==> src/rtl/tri_vertex_ctrl.sv <==
// Vertex configuration controller: shadow registers committed atomically at frame_start.
// Optional per-frame x drift of the active vertices when TRI_VERTEX_ANIM_EN is defined.
module tri_vertex_ctrl #(
    parameter logic [8:0] X1_INIT = 9'd200,
    parameter logic [8:0] Y1_INIT = 9'd20,
    parameter logic [8:0] X2_INIT = 9'd80,
    parameter logic [8:0] Y2_INIT = 9'd75,
    parameter logic [8:0] X3_INIT = 9'd337,
    parameter logic [8:0] Y3_INIT = 9'd53
`ifdef TRI_VERTEX_ANIM_EN
    ,
    parameter logic signed [3:0] ANIM_DX = 4'sd1
`endif
) (
    input  logic       CLOCK_50,
    input  logic       RESET_N,
`ifdef TRI_VERTEX_ANIM_EN
    input  logic       anim_en,
`endif
    input  logic       frame_start,
    input  logic       wr_valid,
    output logic       wr_ready,
    input  logic [2:0] wr_addr,
    input  logic [8:0] wr_data,
    input  logic       commit_req,
    output logic [8:0] x1,
    output logic [8:0] y1,
    output logic [8:0] x2,
    output logic [8:0] y2,
    output logic [8:0] x3,
    output logic [8:0] y3,
    output logic       pending,
    output logic       commit_done,
    output logic       addr_err
);

    typedef enum logic [1:0] {
        IDLE    = 2'd0,
        DIRTY   = 2'd1,
        PENDING = 2'd2
    } state_t;

    localparam logic [8:0] INIT_VALS [6] = '{X1_INIT, Y1_INIT, X2_INIT, Y2_INIT, X3_INIT, Y3_INIT};

`ifdef TRI_VERTEX_ANIM_EN
    localparam logic [8:0] ANIM_STEP = {{5{ANIM_DX[3]}}, ANIM_DX};
`endif

    state_t     state;
    state_t     state_nxt;
    logic [8:0] shadow [6];
    logic [8:0] active [6];
    logic       wr_fire;
    logic       addr_ok;
    logic       do_commit;

    assign wr_fire   = wr_valid & wr_ready;
    assign addr_ok   = (wr_addr <= 3'd5);
    assign do_commit = (state == PENDING) & frame_start;

    // A frame_start coinciding with commit_req arrives before PENDING, so it is never used.
    always_comb begin
        state_nxt = state;
        case (state)
            IDLE:    if (wr_fire && addr_ok) state_nxt = DIRTY;
            DIRTY:   if (commit_req) state_nxt = PENDING;
            PENDING: if (frame_start) state_nxt = IDLE;
            default: state_nxt = IDLE;
        endcase
    end

    always_ff @(posedge CLOCK_50 or negedge RESET_N) begin
        if (!RESET_N) begin
            state       <= IDLE;
            wr_ready    <= 1'b1;
            pending     <= 1'b0;
            commit_done <= 1'b0;
            addr_err    <= 1'b0;
            for (int i = 0; i < 6; i++) begin
                shadow[i] <= INIT_VALS[i];
                active[i] <= INIT_VALS[i];
            end
        end else begin
            state       <= state_nxt;
            wr_ready    <= (state_nxt != PENDING);
            pending     <= (state_nxt == PENDING);
            commit_done <= do_commit;

            if (wr_fire) begin
                if (addr_ok) begin
                    for (int i = 0; i < 6; i++) begin
                        if (wr_addr == 3'(i)) shadow[i] <= wr_data;
                    end
                end else begin
                    addr_err <= 1'b1;
                end
            end

            // A commit wins over the animation step on the same frame.
            if (do_commit) begin
                for (int i = 0; i < 6; i++) active[i] <= shadow[i];
            end
`ifdef TRI_VERTEX_ANIM_EN
            else if (frame_start && anim_en) begin
                active[0] <= active[0] + ANIM_STEP;
                active[2] <= active[2] + ANIM_STEP;
                active[4] <= active[4] + ANIM_STEP;
            end
`endif
        end
    end

    assign x1 = active[0];
    assign y1 = active[1];
    assign x2 = active[2];
    assign y2 = active[3];
    assign x3 = active[4];
    assign y3 = active[5];

endmodule

==> config.mk <==
export PLATFORM = sky130hd
export DESIGN_NAME = tri_vertex_ctrl
export DESIGN_NICKNAME = d
export VERILOG_FILES = /design/src/rtl/tri_vertex_ctrl.sv
export SDC_FILE = /design/constraint.sdc
export NUM_CORES = 1
export LEC_CHECK = 0
export BUFFER_PORTS_ARGS = -buffer_cell sky130_fd_sc_hd__buf_2
export CAP_MARGIN = 20
export CORE_UTILIZATION = 54
export CTS_BUF_LIST = sky130_fd_sc_hd__clkbuf_8
export DETAILED_ROUTE_END_ITERATION = 10
export HOLD_SLACK_MARGIN = 0.06
export PLACE_DENSITY = 0.8
export SYNTH_ARGS = -nofsm -noshare
export SYNTH_HDL_FRONTEND = slang
export SYNTH_SLANG_ARGS = --single-unit
==> constraint.sdc <==
create_clock -name CLOCK_50 -period 3.5 [get_ports CLOCK_50]
set_input_delay 0 -clock CLOCK_50 [delete_from_list [all_inputs] [get_ports CLOCK_50]]
set_output_delay 0 -clock CLOCK_50 [all_outputs]
set_load 0.02 [all_outputs]
==> run metrics <==
I/O pin total 75; Slew headroom 48.83%; Placed Instance Area 4857 sq um; Clock Sinks approximately 110; fin crit share 54.36%; Initial Util a little under three fifths; clock root buffer master clkbuf_8; Achievable Freq about 0.53 GHz; Final Hold Fails 0; worst path required time between 3 and 4 ns; reg2reg setup slack 1.60 ns; TritonCTS buffer count 17; share of layout cells above drive strength 1 70.46%; vias per cell 5.291; r2r worst-path depth 3; CTS tree built; Port-buffer cells between 70 and 80; Min-Delay Endpoint shadow[12]$_DFFE_PN0P_; clock buffer depth 2; post-CTS sizing 0; Clock Latency Late Sink 0.42 ns; gpl congestion 0.7649; crit path capture type flop; r2r startpoint wr_ready$_DFF_PN1_; Antenna Cells 0; unrepaired setup endpoints after global routing false; first-pass GRT wire length 13880 um; row count 32; Starting DRT DRC Count 126; Total Wirelength between 8000 and 9000 um; die span in x 92.13 um; Power Total 0.005361 W; Pre-Repair DR Iteration Count 4; area grow syn2layout 25.07%; vias in the first global route 2670; Power Density 977.1 nW/um^2; Synth Net Count 270; Slew Viols, Final 0; Synth Instances 253; grt total ovfl 0; CTS Hold Buffers Added 16; Synth Register Bits ~110; via count 2492; detailed-route DRC error count 0; commonest non-fill, non-tap cell in the layout mux2_2; Antenna Violating Nets Remaining 0; fin nets 373; setup TNS 0 ns; Final Critical Period 1.903 ns; wire per inst about 18 um; design area 5487 sq um; post-synthesis sequential area ratio 66.14%; CTS H-tree depth 4; placed cells 423; all-layer global routing usage 22.17%; largest net degree at the start of global routing 63; Max VDD drop 0.4805 mV; Setup crit start kind flop; Core ar. just under 8000 sq um; outcome complete, no violations; Hold Path Cell Cnt 3; max-cap violations 0; Leak Pwr 2.559 nW; Slew @ Worst Pin 0.7642 ns; clock slew seen by the registers of the worst setup and hold paths roughly 0.07 ns; Worst Hold Class in2reg; worst setup skew after layout ~0.0076 ns; worst hold start wr_addr[0]; syn_area_per_cell 17.34 sq um; synth unique cells 25; placed wire-length estimate 5275 um; Die ar. approximately 8500 sq um; YS warnings 0; Syn Std Cell Area 4387 sq um; Finished Layout Cells 471; Worst EP arrival between 2 and 2.5 ns; Worst Setup Path Type reg2reg; Setup Buffers After CTS 0; CP max FO 9; most frequent cells in the layout mux2_2 (90), dfrtp_1 (75), buf_2 (73), dfstp_2 (39), clkbuf_8 (19); r2r endpoint shadow[47]$_DFFE_PN0P_; DIE HEIGHT 92.13 um; initial antenna violation count 0; final setup vio count 0
## Yosys cell counts (all sizes together)
library cell	instances	area [sq um]
nand4	1	6.260
nand2	3	13.77
a211o	1	8.760
a41o	1	10.01
nor3b	1	7.510
nor2	2	10.01
or3	1	6.260
nand2b	2	12.51
nand3b	1	7.510
mux2	108	1284
nand3	1	5.000
o21a	1	7.510
or4	1	7.510
dfstp	39	1025
a21oi	1	5.000
dfrtp	75	1877
buf	9	57.55
o21ai	2	10.01
inv	1	3.750
nor3	1	16.27
nor2b	1	6.260
## area by class of cell
| cell class | instances | area [sq um] |
|---|---|---|
| clock buffer | 19 | 261.5 |
| clock inverter | 13 | 207.7 |
| fill | 529 | 2321 |
| inverter | 1 | 3.754 |
| multi-input combinational | 129 | 1429 |
| sequential | 114 | 2902 |
| tap | 102 | 127.6 |
| timing repair buffer | 93 | 555.5 |
## per-stage QoR
| step | setup WS [ns] | hold slack, ns | util, % |
|---|---|---|---|
| after CTS | 1.585 | 0.09653 | 70.27 |
| after global routing | 1.539 | 0.1173 | 70.27 |
| after detailed placement | 1.593 | 0.1118 | 62.21 |
| after floorplan | 1.803 | -0.2956 | - |
| final | 1.597 | 0.1216 | 70.27 |
| after global placement | 1.662 | 0.1054 | 62.21 |
## kinds of logic (layout without fill, tap and decap cells)
| logic type | Yosys count | in the layout | synth area share [%] |
|---|---|---|---|
| buffers and inverters | 10 | 126 | 1.397 |
| DFF | 114 | 114 | 66.14 |
| and+or+nand+nor | 15 | 15 | 2.254 |
| AOI/OAI and AO/OA | 6 | 6 | 0.9413 |
| muxes | 108 | 108 | 29.26 |
## worst max-delay path, cell delays in order (launching register included)
cell and delay, ns:
dfstp_2 0.58, nand2_2 0.10, or4_1 0.71, mux2_4 0.40
## sequential cells by signal, summed over array words and instances (netlist names), 2 cells and up
name,count
y3,9
state,2
x1,9
y1,9
x3,9
y2,9
shadow,54
x2,9
## how the worst max path moves through the flow
| stage | startpoint | end | depth (start not counted) |
|---|---|---|---|
| floorplan | wr_ready$_DFF_PN1_ | shadow[45]$_DFFE_PN0P_ | 4 |
| finish | wr_ready$_DFF_PN1_ | shadow[47]$_DFFE_PN0P_ | 3 |
| detailed placement | wr_ready$_DFF_PN1_ | shadow[53]$_DFFE_PN0P_ | 3 |
| global route | wr_ready$_DFF_PN1_ | shadow[47]$_DFFE_PN0P_ | 3 |
| global placement | wr_ready$_DFF_PN1_ | shadow[49]$_DFFE_PN0P_ | 3 |
| CTS | wr_ready$_DFF_PN1_ | shadow[47]$_DFFE_PN0P_ | 3 |
## power breakdown
part,internal (W),leakage [nW],switching (W),total (W)
Sequential,0.00205,1.32,0.000323,0.00237
Clock,0.000884,0.224,0.000530,0.00141
Combinational,0.000785,1.01,0.000790,0.00158
## routing by layer
| metal | global-route usage [%] | vias up | routed length (um) |
|---|---|---|---|
| met1 | 28.84 | 1301 | 3697 |
| met2 | 35.26 | 67 | 4128 |
| met5 | 0 | - | 0 |
| li1 | - | 1105 | - |
| met4 | 10.81 | 0 | 195 |
| met3 | 5.058 | 19 | 310 |
Note: power is estimated with default switching activity, not from simulation.
